File: config.mk
export PLATFORM = sky130hd
export DESIGN_NAME = btb_update_arb_flat
export DESIGN_NICKNAME = d
export VERILOG_FILES = /design/src/rtl/btb_update_arb_if.sv /design/src/rtl/btb_update_arb.sv /design/src/flat_wrapper.sv
export SDC_FILE = /design/constraint.sdc
export NUM_CORES = 1
export LEC_CHECK = 0
export ABC_CLOCK_PERIOD_IN_PS = 13480
export CORE_UTILIZATION = 60
export DETAILED_ROUTE_END_ITERATION = 10
export DONT_BUFFER_PORTS = 1
export PLACE_DENSITY_LB_ADDON = 0.25
export SLEW_MARGIN = 15
export SYNTH_ARGS = -nofsm -noshare
export SYNTH_HDL_FRONTEND = slang
export SYNTH_SLANG_ARGS = --single-unit
File: constraint.sdc
create_clock -name clk -period 13.48 [get_ports clk]
set_input_delay 1.348 -clock clk [delete_from_list [all_inputs] [get_ports clk]]
set_output_delay 1.348 -clock clk [all_outputs]
set_load 0.1 [all_outputs]
File: src/rtl/btb_update_arb_if.sv
// ---------------------------------------------------------------------------
// btb_update_arb_if
//   Bundles the two-port branch-resolution update requests, the drain enable,
//   the BTB update port and the occupancy/perf outputs of btb_update_arb.
//
//   master : execute-stage / BTB side (drives requests and drain enable)
//   slave  : the arbiter (drives ready, BTB update port, count, perf counter)
//
//   req_valid_i[1:0]        per-port update request valid
//   req_ready_o[1:0]        per-port accept (valid & ready at a rising edge)
//   req_pc_i[1:0]           per-port branch PC
//   req_target_i[1:0]       per-port resolved target
//   req_taken_i[1:0]        per-port actual outcome
//   req_is_branch_i[1:0]    per-port conditional-branch flag (0 = jump)
//   drain_en_i              0 = hold FIFO contents, issue nothing
//   update_valid_o          BTB update_valid
//   update_pc_o             BTB update_pc
//   update_target_o         BTB update_target
//   update_taken_o          BTB update_taken
//   update_is_branch_o      BTB update_is_branch
//   fifo_count_o            current FIFO occupancy
//   issued_cnt_o            saturating count of issued updates
// ---------------------------------------------------------------------------
interface btb_update_arb_if #(
    parameter int DEPTH = 4,
    parameter int CNT_W = 16
);
    logic [1:0]             req_valid_i;
    logic [1:0]             req_ready_o;
    logic [1:0][31:0]       req_pc_i;
    logic [1:0][31:0]       req_target_i;
    logic [1:0]             req_taken_i;
    logic [1:0]             req_is_branch_i;
    logic                   drain_en_i;

    logic                   update_valid_o;
    logic [31:0]            update_pc_o;
    logic [31:0]            update_target_o;
    logic                   update_taken_o;
    logic                   update_is_branch_o;

    logic [$clog2(DEPTH):0] fifo_count_o;
    logic [CNT_W-1:0]       issued_cnt_o;

    modport master (
        output req_valid_i,
        output req_pc_i,
        output req_target_i,
        output req_taken_i,
        output req_is_branch_i,
        output drain_en_i,
        input  req_ready_o,
        input  update_valid_o,
        input  update_pc_o,
        input  update_target_o,
        input  update_taken_o,
        input  update_is_branch_o,
        input  fifo_count_o,
        input  issued_cnt_o
    );

    modport slave (
        input  req_valid_i,
        input  req_pc_i,
        input  req_target_i,
        input  req_taken_i,
        input  req_is_branch_i,
        input  drain_en_i,
        output req_ready_o,
        output update_valid_o,
        output update_pc_o,
        output update_target_o,
        output update_taken_o,
        output update_is_branch_o,
        output fifo_count_o,
        output issued_cnt_o
    );
endinterface

File: src/rtl/btb_update_arb.sv
// ---------------------------------------------------------------------------
// btb_update_arb
//   Shares the single BTB update port between the branch ALU (port 0) and the
//   JALR/AGU unit (port 1). One request per cycle is accepted (round-robin on
//   contention) into a small in-order FIFO, which drains one entry per cycle
//   to the BTB while drain_en_i is high. A saturating counter tracks issued
//   updates for perf monitoring.
//
//   clk       clock
//   rst_n     synchronous active-low reset
//   bus       btb_update_arb_if.slave (request ports, drain enable, BTB
//             update port, fifo_count_o, issued_cnt_o)
//
//   DEPTH     FIFO entries, power of 2, >= 2
//   CNT_W     width of the issued-update counter
// ---------------------------------------------------------------------------
module btb_update_arb #(
    parameter int DEPTH = 4,
    parameter int CNT_W = 16
) (
    input  logic            clk,
    input  logic            rst_n,
    btb_update_arb_if.slave bus
);
    localparam int PTR_W = $clog2(DEPTH);
    localparam int OCC_W = PTR_W + 1;

    typedef struct packed {
        logic [31:0] pc;
        logic [31:0] target;
        logic        taken;
        logic        is_branch;
    } entry_t;

    entry_t           fifo_q [DEPTH];
    entry_t           fifo_d [DEPTH];
    logic [PTR_W-1:0] wr_ptr_q, wr_ptr_d;
    logic [PTR_W-1:0] rd_ptr_q, rd_ptr_d;
    logic [OCC_W-1:0] count_q, count_d;
    logic             rr_pri_q, rr_pri_d;
    logic             accept_en_q, accept_en_d;
    logic [CNT_W-1:0] issued_q, issued_d;

    logic [1:0]       grant;
    logic             space;
    logic             enq;
    logic             pop;
    logic             sel;
    entry_t           wr_entry;
    entry_t           head;

    // Arbitration. Space is judged on the registered occupancy only, so a
    // full FIFO refuses requests even in a cycle where it also pops.
    // accept_en_q keeps ready low for the first cycle after reset.
    always_comb begin
        space = (count_q < OCC_W'(DEPTH));
        grant = 2'b00;
        if (space && rst_n && accept_en_q) begin
            case (bus.req_valid_i)
                2'b01:   grant = 2'b01;
                2'b10:   grant = 2'b10;
                2'b11:   grant = rr_pri_q ? 2'b10 : 2'b01;
                default: grant = 2'b00;
            endcase
        end
    end

    assign enq = |grant;
    assign sel = grant[1];

    always_comb begin
        wr_entry.pc        = bus.req_pc_i[sel];
        wr_entry.target    = bus.req_target_i[sel];
        wr_entry.taken     = bus.req_taken_i[sel];
        wr_entry.is_branch = bus.req_is_branch_i[sel];
    end

    // The BTB accepts every cycle, so a presented update is also a pop.
    assign head = fifo_q[rd_ptr_q];
    assign pop  = rst_n && (count_q != '0) && bus.drain_en_i;

    assign bus.req_ready_o        = grant;
    assign bus.update_valid_o     = pop;
    assign bus.update_pc_o        = head.pc;
    assign bus.update_target_o    = head.target;
    assign bus.update_taken_o     = head.taken;
    assign bus.update_is_branch_o = head.is_branch;
    assign bus.fifo_count_o       = count_q;
    assign bus.issued_cnt_o       = issued_q;

    always_comb begin
        fifo_d = fifo_q;
        if (enq) begin
            fifo_d[wr_ptr_q] = wr_entry;
        end

        // Pointers wrap naturally because DEPTH is a power of 2.
        wr_ptr_d = wr_ptr_q + PTR_W'(enq);
        rd_ptr_d = rd_ptr_q + PTR_W'(pop);

        case ({enq, pop})
            2'b10:   count_d = count_q + OCC_W'(1);
            2'b01:   count_d = count_q - OCC_W'(1);
            default: count_d = count_q;
        endcase

        rr_pri_d = enq ? ~sel : rr_pri_q;

        issued_d = issued_q;
        if (pop && (issued_q != {CNT_W{1'b1}})) begin
            issued_d = issued_q + CNT_W'(1);
        end

        accept_en_d = 1'b1;
    end

    always_ff @(posedge clk) begin
        if (!rst_n) begin
            wr_ptr_q    <= '0;
            rd_ptr_q    <= '0;
            count_q     <= '0;
            rr_pri_q    <= 1'b0;
            accept_en_q <= 1'b0;
            issued_q    <= '0;
        end else begin
            wr_ptr_q    <= wr_ptr_d;
            rd_ptr_q    <= rd_ptr_d;
            count_q     <= count_d;
            rr_pri_q    <= rr_pri_d;
            accept_en_q <= accept_en_d;
            issued_q    <= issued_d;
        end
    end

    // Storage needs no reset: an entry is only visible once count covers it.
    always_ff @(posedge clk) begin
        fifo_q <= fifo_d;
    end

endmodule
File: src/flat_wrapper.sv
// flat-port wrapper written by rule: the top's interface ports become plain ports
module btb_update_arb_flat 
#(
    parameter int DEPTH = 4,
    parameter int CNT_W = 16
)
  (clk, rst_n, bus_req_valid_i, bus_req_pc_i, bus_req_target_i, bus_req_taken_i, bus_req_is_branch_i, bus_drain_en_i, bus_req_ready_o, bus_update_valid_o, bus_update_pc_o, bus_update_target_o, bus_update_taken_o, bus_update_is_branch_o, bus_fifo_count_o, bus_issued_cnt_o);
  btb_update_arb_if #(.DEPTH(DEPTH), .CNT_W(CNT_W)) bus_i ();
  input  logic clk;
  input  logic rst_n;
  input wire logic [$bits(bus_i.req_valid_i)-1:0] bus_req_valid_i;
  input wire logic [$bits(bus_i.req_pc_i)-1:0] bus_req_pc_i;
  input wire logic [$bits(bus_i.req_target_i)-1:0] bus_req_target_i;
  input wire logic [$bits(bus_i.req_taken_i)-1:0] bus_req_taken_i;
  input wire logic [$bits(bus_i.req_is_branch_i)-1:0] bus_req_is_branch_i;
  input wire logic [$bits(bus_i.drain_en_i)-1:0] bus_drain_en_i;
  output wire logic [$bits(bus_i.req_ready_o)-1:0] bus_req_ready_o;
  output wire logic [$bits(bus_i.update_valid_o)-1:0] bus_update_valid_o;
  output wire logic [$bits(bus_i.update_pc_o)-1:0] bus_update_pc_o;
  output wire logic [$bits(bus_i.update_target_o)-1:0] bus_update_target_o;
  output wire logic [$bits(bus_i.update_taken_o)-1:0] bus_update_taken_o;
  output wire logic [$bits(bus_i.update_is_branch_o)-1:0] bus_update_is_branch_o;
  output wire logic [$bits(bus_i.fifo_count_o)-1:0] bus_fifo_count_o;
  output wire logic [$bits(bus_i.issued_cnt_o)-1:0] bus_issued_cnt_o;
  assign bus_i.req_valid_i = bus_req_valid_i;
  assign bus_i.req_pc_i = bus_req_pc_i;
  assign bus_i.req_target_i = bus_req_target_i;
  assign bus_i.req_taken_i = bus_req_taken_i;
  assign bus_i.req_is_branch_i = bus_req_is_branch_i;
  assign bus_i.drain_en_i = bus_drain_en_i;
  assign bus_req_ready_o = bus_i.req_ready_o;
  assign bus_update_valid_o = bus_i.update_valid_o;
  assign bus_update_pc_o = bus_i.update_pc_o;
  assign bus_update_target_o = bus_i.update_target_o;
  assign bus_update_taken_o = bus_i.update_taken_o;
  assign bus_update_is_branch_o = bus_i.update_is_branch_o;
  assign bus_fifo_count_o = bus_i.fifo_count_o;
  assign bus_issued_cnt_o = bus_i.issued_cnt_o;
  btb_update_arb #(.DEPTH(DEPTH), .CNT_W(CNT_W)) u_core (.clk(clk), .rst_n(rst_n), .bus(bus_i));
endmodule
==> results of run 1 <==
## cells in the mapped netlist, drive strengths merged
master	count	area, µm²
a31o	1	8.76
or3	7	48.8
dfxtp	25	500
o31ai	4	30.0
ha	4	50.1
or2b	1	7.51
mux4	66	1490
nor3b	2	15.0
nand3b	1	7.51
o311ai	2	25.0
inv	5	18.8
nor4	5	37.5
o21ai	7	35.0
o41ai	1	8.76
edfxtp	264	7930
nor4b	1	8.76
mux2	66	743
nor2	6	22.5
and3	2	12.5
nor3	3	20.0
xor2	1	8.76
and2	2	12.5
a21oi	12	60.1
nand4	5	31.3
buf	20	87.6
xnor2	3	26.3
mux2i	6	60.1
or2	3	18.8
nand2b	3	18.8
clkbuf	5	18.8
or4	4	30.0
fa	1	20.0
nand3	5	25.0
nand2	13	48.8
## logic make-up (layout without fill, tap and decap cells)
kind of cell / Yosys count / after routing / share of synthesized area, %
AOI/OAI and AO/OA: 27 / 27 / 1.46
xor gates and xnor gates: 4 / 4 / 0.305
adders and majority gates: 5 / 5 / 0.610
buffers and inverters: 30 / 63 / 1.09
DFF: 289 / 289 / 73.4
muxes: 138 / 138 / 19.9
and+or+nand+nor: 63 / 63 / 3.18
## routing by layer
metal	vias to the layer above	GRT usage (%)
li1	2331	-
met1	2739	25.7
met2	188	36.7
met3	31	4.82
met4	0	5.15
met5	-	0
## sequential cells by signal (all words and copies together) (netlist names)
| register | cells |
|---|---|
| u_core.fifo_q | 264 |
| u_core.bus.issued_cnt_o | 16 |
| u_core.bus.fifo_count_o | 3 |
| u_core.rd_ptr_q | 2 |
| u_core.wr_ptr_q | 2 |
| u_core.accept_en_q | 1 |
| u_core.rr_pri_q | 1 |
## power by group through the flow
stage | clock network [mW] | registers (mW) | logic (mW)
2_1_floorplan | 0 | 1.03 | 0.197
3_3_place_gp | 0 | 1.03 | 0.211
3_5_place_dp | 0 | 1.04 | 0.216
4_1_cts | 0.706 | 1.02 | 0.216
5_1_grt | 0.742 | 1.02 | 0.221
6_report | 0.690 | 1.02 | 0.214
## worst max-delay path, stage by stage
cell and delay, ns:
nand2_1 0.03, nor2_1 0.22, nand3_4 0.78, inv_1 1.01
## layout make-up
class	instances	share of cell area (%)
Inverter	5	0.149
Clock inverter	15	0.557
Timing Repair Buffer	8	0.477
Clock buffer	35	5.94
Sequential cell	289	67.0
Multi-Input combinational cell	237	23.5
Tap cell	234	2.33
## worst paths after layout
kind,end,cells past startpoint,startpoint
max,bus_req_ready_o[1],4,rst_n
min,u_core.rr_pri_q$_SDFFE_PN0P_,1,u_core.rr_pri_q$_SDFFE_PN0P_
max reg2reg,u_core.bus.fifo_count_o[2]$_SDFFE_PN0P_,7,u_core.bus.fifo_count_o[0]$_SDFFE_PN0P_
min reg2reg,u_core.rr_pri_q$_SDFFE_PN0P_,1,u_core.rr_pri_q$_SDFFE_PN0P_
==> results.toml, run 1 <==
[final_layout]
area_delta_synth_final_pct = 9.62
mostFrequentLayoutCells = "edfxtp_1, mux2_2, mux4_2, clkbuf_16, dfxtp_1"
finish.utilization_pct = 67.3
regArea_um2 = 8440
n_antenna_cell = 0
mostFrequentLayoutCell = "edfxtp_1"
fin_area_um2 = 12600
fin_cells = 823
drive_gt1_share_pct = 32.4
multi_input_area_um2 = 2960
fillers = 1192
nNetsFinal = 712

[global_route]
grt_pass1_vias = 5732
overflow = 0
grt_pass1_wl_mm = 30.9
grt_max_degree = 69
antenna_found_initial = 0
grt_use_total_pct = 20.7

[floorplan]
die_h_um = 140
rows = 50
coreArea_um2 = 18700
start_util_pct = 61.4
die_area_um2 = 19700
die_x_um = 140
ioPinCount = 225

[timing]
maxSlewViolCount = 0
tightestPinTransition_ns = 1.16
finalClockSkew_ns = 0.00405
period_share_pct = 35.4
setup_viol = 0
worst_slew_margin_rel_pct = 22.8
max_freq_mhz = 210
setup_ws_ns = 8.71
period_minus_slack_ns = 4.77
hold_ws_ns = 0.556
grt_setup_unrepaired = "no"
hold_violations = 0
tns_ns = 0

[placed_design]
preCtsSetupSlack_ns = 8.66
hpwl_mm = 12.1
gp_congestion = 0.816
dpl_cell_area_um2 = 11800
dp.cells = 773
port_buffers = 0

[pwr]
p_int_mw = 1.43
p_seq_share_pct = 52.9
power_density_nw_per_um2 = 153
net-switching-power_mw = 0.486
p_leak_nw = 3.87
ir_worst_vdd_v = 0.000146
clkPwrFrac_pct = 36.0
swShare_pct = 25.3
pwr-share-comb_pct = 11.1
p_total_mw = 1.92

[worst_setup_path]
worstSetupStartpointType = "primary input"
end_kind = "primary output"
cp.required_ns = 12.13
reg2reg_slack_ns = 9.99
critPathKind = "primary input to primary output"
critPathMaxFanout = 68
worstPathArrival_ns = 3.42

[clock_network]
cts_sinks = 289
post_cts_buffers = 0
insertion_delay_ns = 0.51
clockRootBuffer = "clkbuf_16"
path_clk_slew_ns = 0.06
cts_resized = 0
cts_htree_levels = 1
clk_path_buf_depth = 3
numCtsBuffers = 29
holdBufCountCts = 0
cts_tree = "built"

[synth]
yosysUniqueCellTypes = 41
yosysWarnings = 0
synthCells = 556
ys_seq_elements = 289
syn_area_per_cell_um2 = 20.6
syn_nets = 698
yosysSeqAreaShare_pct = 73.4
syn_area_um2 = 11500

[route]
vias_per_cell = 6.43
wl_mm = 20.0
drt_pass1_iterations = 5
wl_met2_mm = 10.4
num_vias = 5289
drc = 0
wl_per_cell_um = 24.3
drtIter0Drc = 331
wl_met1_mm = 8.03
route.met3.wl_mm = 1.22
postRouteAntennaNets = 0
dr.max_layer_used = "met4"

[worst_hold_path]
hold_path.class = "register to register"

[flow_run]
max-cap-violations = 0

[status]
status = "complete, no violations"
No activity file was read; power rests on OpenSTA's default activity.
==> run 2: changes to the inputs <==
- ABC_CLOCK_PERIOD_IN_PS: 13480 -> 4900
- clock period: 13.48 -> 4.9 ns (I/O delays scaled with it)
==> results.toml, run 2 (synthesis gave the netlist of run 1 again) <==
[pwr]
clkPwrFrac_pct = 37.1
p_seq_share_pct = 52.0
p_int_mw = 4.03
p_leak_nw = 3.92
pwr-share-comb_pct = 10.8
net-switching-power_mw = 1.35
swShare_pct = 25.1
ir_worst_vdd_v = 0.000450
power_density_nw_per_um2 = 424

[worst_setup_path]
reg2regPathDepth = 7
end_kind = "register"
critPathKind = "register to register"
rr_endpoint = "u_core.bus.fifo_count_o[2]$_SDFFE_PN0P_"
r2r-start = "u_core.bus.fifo_count_o[0]$_SDFFE_PN0P_"
critPathMaxFanout = 8
cp.required_ns = 5.35
worstSetupStartpointType = "register"
worstPathArrival_ns = 4.00
reg2reg_slack_ns = 1.34

[route]
vias_per_cell = 6.42
wl_per_cell_um = 23.8
postRouteAntennaNets = 0
wl_mm = 19.7
drc = 0
drtIter0Drc = 299
num_vias = 5316
drt_pass1_iterations = 4

[final_layout]
fillers = 1162
top_register = "u_core.fifo_q"
nNetsFinal = 716
largest_reg_flops = 264
mostFrequentLayoutCells = "edfxtp_1, mux2_2, mux4_2, clkbuf_16, dfxtp_1"
n_antenna_cell = 0
finish.utilization_pct = 67.8
area_delta_synth_final_pct = 10.5
mostFrequentLayoutCell = "edfxtp_1"
drive_gt1_share_pct = 33.0

[floorplan]
die_area_um2 = 19700
ioPinCount = 225
start_util_pct = 61.4
die_h_um = 140
coreArea_um2 = 18700
die_x_um = 140
rows = 50

[clock_network]
post_cts_buffers = 0
insertion_delay_ns = 0.53
holdBufCountCts = 1
numCtsBuffers = 27
path_clk_slew_ns = 0.06
cts_htree_levels = 1
cts_tree = "built"
cts_resized = 0
clk_path_buf_depth = 3
clockRootBuffer = "clkbuf_16"
cts_sinks = 289

[timing]
hold_violations = 0
finalClockSkew_ns = 0.00926
setup_viol = 0
maxSlewViolCount = 0
period_share_pct = 72.6
worst_slew_margin_rel_pct = 23.2
hold_ws_ns = 0.0875
tns_ns = 0
period_minus_slack_ns = 3.56
grt_setup_unrepaired = "no"
setup_ws_ns = 1.34
max_freq_mhz = 281
tightestPinTransition_ns = 1.15

[global_route]
grt_pass1_wl_mm = 30.6
grt_pass1_vias = 5624
grt_max_degree = 68
overflow = 0
grt_use_total_pct = 20.4
antenna_found_initial = 0

[worst_hold_path]
hold_path.class = "primary input to register"
hold_depth = 1
min_to = "u_core.rd_ptr_q[0]$_SDFF_PN0_"
min_from = "rst_n"

[flow_run]
max-cap-violations = 0

[placed_design]
hpwl_mm = 11.8
preCtsSetupSlack_ns = 1.44
port_buffers = 0
gp_congestion = 0.805

[status]
status = "complete, no violations"
-- run 2: worst max-delay path: stages (launching register included) --
cell and delay [ns]:
dfxtp_1 0.68, o311ai_2 0.70, inv_1 0.63, ha_1 0.47, fa_1 0.39, xnor2_1 0.14
or3_1 0.31, a21oi_1 0.16
-- run 2: power by group through the flow --
| stage | registers, mW | logic [mW] | clock network, mW |
|---|---|---|---|
| detailed placement | 2.86 | 0.586 | 0 |
| CTS | 2.80 | 0.588 | 2.05 |
| global route | 2.81 | 0.602 | 2.14 |
| finish | 2.80 | 0.583 | 2.00 |
| floorplan | 2.83 | 0.543 | 0 |
| global placement | 2.85 | 0.577 | 0 |
-- run 2: per-stage QoR --
stage | instances | power (mW) | area [µm²]
floorplan | 556 | 3.38 | 11500
detailed placement | 778 | 3.44 | 11800
finish | 828 | 5.38 | 12700
global route | 828 | 5.55 | 12700
CTS | 828 | 5.44 | 12700
global placement | 778 | 3.43 | 11800
-- run 2: worst max path at each step --
stage	start	endpoint	cells after the start
floorplan	u_core.bus.fifo_count_o[2]$_SDFFE_PN0P_	u_core.fifo_q[132]$_DFFE_PP_	3
global placement	u_core.bus.fifo_count_o[0]$_SDFFE_PN0P_	u_core.bus.fifo_count_o[2]$_SDFFE_PN0P_	7
detailed placement	u_core.bus.fifo_count_o[0]$_SDFFE_PN0P_	u_core.bus.fifo_count_o[2]$_SDFFE_PN0P_	7
CTS	u_core.bus.fifo_count_o[0]$_SDFFE_PN0P_	u_core.bus.fifo_count_o[2]$_SDFFE_PN0P_	7
global route	u_core.bus.fifo_count_o[0]$_SDFFE_PN0P_	u_core.bus.fifo_count_o[2]$_SDFFE_PN0P_	7
finish	u_core.bus.fifo_count_o[0]$_SDFFE_PN0P_	u_core.bus.fifo_count_o[2]$_SDFFE_PN0P_	7
-- run 2: final cells by class --
class                      instances  area [µm²]  share of cell area, %
sequential                       289        8440                   66.5
multi-input combinational        237        2980                   23.5
clock buffer                      37         743                   5.86
tap                              234         293                   2.31
clock inverter                    12         111                  0.878
timing repair buffer              14         108                  0.848
inverter                           5        18.8                  0.148
-- run 2: metal layers --
metal	GRT usage (%)	routed length (µm)	vias to the layer above	share of wire, %
li1	-	-	2343	-
met1	26.9	7970	2727	40
met2	34.3	10100	212	51
met3	4.79	1390	34	7.0
met4	5.49	314	0	1.6
met5	0	0	-	0
==> patch 1 (flow settings as in run 2) <==
Make the reset (`rst_n`) asynchronous in one clocked block. Comments in the files are not updated.
--- a/src/rtl/btb_update_arb.sv
+++ b/src/rtl/btb_update_arb.sv
@@ -115,5 +115,5 @@
     end
 
-    always_ff @(posedge clk) begin
+    always_ff @(posedge clk or negedge rst_n) begin
         if (!rst_n) begin
             wr_ptr_q    <= '0;
Function: differs if rst_n is asserted again (counterexample within 4 cycles, from zero or initial values and one cycle with rst_n low); with rst_n held inactive, the same outputs for 4 cycles.
==> patch 1 against run 2 <==
  * Non-clock buffer count down 3
  * Count of clock-buffer cells in the layout rose by 1
  * Wire length increased by 2.5%
  * Area after synthesis grew 0.21%
  * Highest routed layer unchanged
  * Global-route usage grew 0.71 points
  * Via count decreased by 3.2%
  * Sequential cell count is the same
  * Final area is 0.27% higher
  * Die area is 0.20% higher
  * Setup slack better by 0.032 ns
  * Hold slack better by 0.14 ns
Power is left out: the tool's default activity adds up to more than one toggle a clock period on the data nets, which glitch-free logic cannot reach.
==> patch 1: results (changes against run 2) <==
outcome - finished, final reports clean
syn nets - 668 (-4.3%)
CTS Buffer Depth - 3 (unchanged)
ratio of cells with drive above 1 in the final layout - 34.7% (+1.7 points)
M3 GR Usage - 5.85% (+1.1 points)
GP Congestion - 0.742 (-7.9%)
Layout Nets - 688 (-3.9%)
Port Buffers - 0 (unchanged)
Clock transition at path regs - 0.06 ns (about the same)
wire length of the first global-routing pass - 31000 µm (+1.2%)
Critical Path AT - 3.04 ns (-0.96 ns)
GR Util met2 - 36.7% (+2.4 points)
Synth area leaders - edfxtp_1 69%, mux4_2 13%, mux2_2 6.7%
met2 wire length - 10500 µm (+4.8%)
met1 usage - 26.4% (-0.51 points)
HP Start - bus_req_target_i[37]
number of global-route vias before repair - 5563 (-1.1%)
FF-to-FF setup slack - 1.57 ns (+0.23 ns)
max reg flops - 264 (unchanged)
CP max stage cell - inv_1
postcts setup bufs - 0 (unchanged)
Fill cells - 1197 (+3.0%)
GRT Total Usage - 21.1% (+0.71 points)
# DRC - 0 (unchanged)
CP Launch Point - u_core.bus.fifo_count_o[2]$_DFFE_PN0P_
FF-to-FF End - u_core.bus.fifo_count_o[2]$_DFFE_PN0P_
worst skew pair latency - 0.52 ns
Unique masters post-synth - 36 (-12%)
register area share after synthesis - 74.3% (+0.94 points)
Post-CTS Resized - 0 (unchanged)
CTS H-Tree Depth - 1 (unchanged)
Met1 Wirelength - 7970 µm (about the same)
Rel. slew slack - 29.8% (+6.6 points)
HPWL after DPL - 12200 µm (+3.8%)
initial antenna violation count - 1 (+1)
Iter 0 DRT Violations - 237 (-21%)
register with the most flip-flops - u_core.fifo_q
yosys warns - 0 (unchanged)
CTS buffer count - 28 (+3.7%)
Post-Synth Adder-Cell Area - 0.609% (-0.0013 points)
Setup crit end - bus_req_ready_o[1]
slowest cell delay on critical path - 0.83 ns (+0.13 ns)
ys async rst share - 8.65% (+8.7 points)
start of the worst register-to-register path - u_core.bus.fifo_count_o[0]$_DFFE_PN0P_
met3 wire length - 1420 µm (+2.0%)
number of synthesized flops with an enable pin - 264 (unchanged)
Min-Delay Endpoint - u_core.fifo_q[7]$_DFFE_PP_
mux cell area share after synthesis - 19.8% (-0.15 points)
Synth Area in Compound Gates - 0.533% (-0.93 points)
worst hold path cell count - 1 (unchanged)
CP max FO - 35 (+27)
skew final - 0.0148 ns (+0.00550 ns)
Vias - 5146 (-3.2%)
CP top delay family - simple AND/OR/NAND/NOR gates
worst hold path class - input pin to flip-flop
R2R depth - 7 (unchanged)
Synth top cells by count - 264 x edfxtp_1, 68 x mux2_2, 66 x mux4_2
DR WL/cell - 25.2 µm (+5.7%)
Post-Synth XOR/XNOR Area - 1.22% (+0.91 points)
largest net degree at the start of global routing - 68 (unchanged)
-- patch 1: cell count changes in the layout (fill, tap and decap cells not counted), sizes merged, moves of 4 or more --
cell | before | now
a21oi | 12 | 0
clkinv | 8 | 12
dfrtp | 0 | 25
dfxtp | 25 | 0
mux2i | 6 | 1
nand2 | 13 | 6
nor3 | 3 | 7
o31ai | 4 | 0
or3 | 7 | 1
or4 | 4 | 0
xor2 | 1 | 12
-- patch 1: metrics by stage --
stage                     cell area, µm²  instances  setup WS [ns]  hold WS [ns]
final                              12700        803           1.37         0.230
after global routing               12700        802           1.21         0.211
after CTS                          12700        801           1.30         0.212
after detailed placement           11800        748           1.59         0.195
after global placement             11800        748           1.62         0.195
after floorplan                    11500        526          0.525         0.194
-- patch 1: cell type report --
class                      instances  area share [%]
sequential                       289            67.3
multi-input combinational        211            22.7
clock buffer                      38            6.21
tap                              234            2.30
clock inverter                    14           0.688
timing repair buffer              11           0.649
inverter                           5           0.148
antenna                            1          0.0197
==> patch 2 (config.mk and constraints of run 2) <==
Made on the original files. `CNT_W` is set to 16 in 3 places; all go to 32.
--- a/src/rtl/btb_update_arb_if.sv
+++ b/src/rtl/btb_update_arb_if.sv
@@ -24,5 +24,5 @@
 interface btb_update_arb_if #(
     parameter int DEPTH = 4,
-    parameter int CNT_W = 16
+    parameter int CNT_W = 32
 );
     logic [1:0]             req_valid_i;
--- a/src/rtl/btb_update_arb.sv
+++ b/src/rtl/btb_update_arb.sv
@@ -17,5 +17,5 @@
 module btb_update_arb #(
     parameter int DEPTH = 4,
-    parameter int CNT_W = 16
+    parameter int CNT_W = 32
 ) (
     input  logic            clk,
--- a/src/flat_wrapper.sv
+++ b/src/flat_wrapper.sv
@@ -3,5 +3,5 @@
 #(
     parameter int DEPTH = 4,
-    parameter int CNT_W = 16
+    parameter int CNT_W = 32
 )
   (clk, rst_n, bus_req_valid_i, bus_req_pc_i, bus_req_target_i, bus_req_taken_i, bus_req_is_branch_i, bus_drain_en_i, bus_req_ready_o, bus_update_valid_o, bus_update_pc_o, bus_update_target_o, bus_update_taken_o, bus_update_is_branch_o, bus_fifo_count_o, bus_issued_cnt_o);
Interface: changed (resized bus_issued_cnt_o); port bits go from 225 to 241. The function was not compared with the original's and may differ.
==> patch 2 against run 2 <==
  * Die area increased by 7.1%
  * Synthesized cell count rose by 43%
  * Sequential share of layout area shrank 2.4 points
  * Power grew 6.5%
  * Critical path depth decreased by 2
  * Wire length increased by 21%
  * Area after synthesis rose by 7.2%
  * Setup slack improved by 0.46 ns
  * Clock skew fell by 0.0040 ns
  * Maximum frequency grew 15%
  * Sequential cell count is 16 higher
  * Final area increased by 7.6%
==> patch 2: results (changes against run 2) <==
syn nets - 937 (+34%)
switching part of the total power - 25.7% (+0.64 points)
CTS buffer count - 30 (+11%)
Layout Nets - 953 (+33%)
placed inst area - 0.0127 mm² (+7.5%)
Leakage - 4.53 nW (+16%)
die area - 0.0211 mm² (+7.1%)
First-pass DRT Iterations - 5 (+1)
wire length of the first global-routing pass - 36800 µm (+20%)
Vias - 6742 (+27%)
start of the worst register-to-register path - u_core.bus.issued_cnt_o[19]$_SDFFE_PN0P_
CP Launch Point - u_core.bus.issued_cnt_o[19]$_SDFFE_PN0P_
register area share after synthesis - 71.1% (-2.3 points)
final hold slack - 0.0832 ns (-0.00426 ns)
Critical Path AT - 3.53 ns (-0.47 ns)
number of synthesized flops with an enable pin - 264 (unchanged)
ratio of cells with drive above 1 in the final layout - 16.9% (-16 points)
Post-Synth XOR/XNOR Area - 0.498% (+0.19 points)
Multi-input gate area - 0.00341 mm² (+14%)
Post-Synth Adder-Cell Area - 0.570% (-0.041 points)
FF-to-FF setup slack - 1.80 ns (+0.46 ns)
GRT Total Usage - 22.6% (+2.3 points)
mux cell area share after synthesis - 12.6% (-7.4 points)
Synth area leaders - edfxtp_1 64%, mux4_2 12%, nand2_1 6.7%
Synth Area in Compound Gates - 2.80% (+1.3 points)
Multi-input comb cells - 441 (+86%)
Iter 0 DRT Violations - 514 (+72%)
largest net degree at the start of global routing - 68 (unchanged)
Fill cells - 1365 (+17%)
final-layout clock buffer total - 45 (+22%)
DR WL/cell - 21.7 µm (-9.1%)
Non-clk bufs - 21 (+7)
Unique masters post-synth - 44 (+7.3%)
Synth top cells by count - 264 x edfxtp_1, 220 x nand2_1, 66 x mux4_2
Clock Network Area Fraction - 6.84% (+0.10 points)
skew final - 0.00527 ns (-0.00399 ns)
outcome - finished, final reports clean
CP max FO - 17 (+9)
slowest cell delay on critical path - 1.05 ns (+0.35 ns)
NonClk Buf Share - 1.26% (+0.42 points)
[patch 2: metal layers]
layer / routed length, µm / global-route usage [%]
met1: 9300 / 28.1
met3: 1840 / 5.50
met2: 12300 / 39.8
met5: 0 / 0
met4: 454 / 5.89
[patch 2: power groups by stage]
stage / combinational, mW / clock [mW] / sequential (mW)
2_1_floorplan: 0.584 / 0 / 2.98
3_5_place_dp: 0.675 / 0 / 2.97
6_report: 0.671 / 2.14 / 2.92
5_1_grt: 0.696 / 2.29 / 2.92
4_1_cts: 0.676 / 2.19 / 2.92
3_3_place_gp: 0.662 / 0 / 2.97
[patch 2: metrics by stage]
stage,utilization (%),instances,worst slack (ns)
2_1_floorplan,-,795,0.539
3_3_place_gp,63.0,1048,1.96
3_5_place_dp,63.0,1048,1.85
4_1_cts,67.7,1104,1.83
5_1_grt,67.7,1104,1.59
6_report,67.7,1104,1.80
[patch 2: final timing paths]
kind | endpoint | cells past startpoint
worst min register to register | u_core.rr_pri_q$_SDFFE_PN0P_ | 2
worst max-delay path | u_core.bus.issued_cnt_o[29]$_SDFFE_PN0P_ | 5
worst min-delay path | u_core.bus.issued_cnt_o[24]$_SDFFE_PN0P_ | 1
worst max register to register | u_core.bus.issued_cnt_o[29]$_SDFFE_PN0P_ | 5
[patch 2: logic make-up after synthesis]
kind of cell	count (synthesis)
AND/OR/NAND/NOR	303
flip-flops	305
XOR/XNOR	7
adder cells (fa/ha/maj)	5
multiplexers	72
buffers and inverters	49
AO/OA/AOI/OAI	54
[patch 2: critical path: cells and delay by family, from the launching register on]
family	cells	cell delay (ns)
AO/OA/AOI/OAI	3	1.00
flip-flops	1	1.05
AND/OR/NAND/NOR	2	0.93
[patch 2: timing repair]
item,in CTS,in global routing
hold buffers,1,0
endpoints found under the hold margin,1,0
resized for setup,0,0
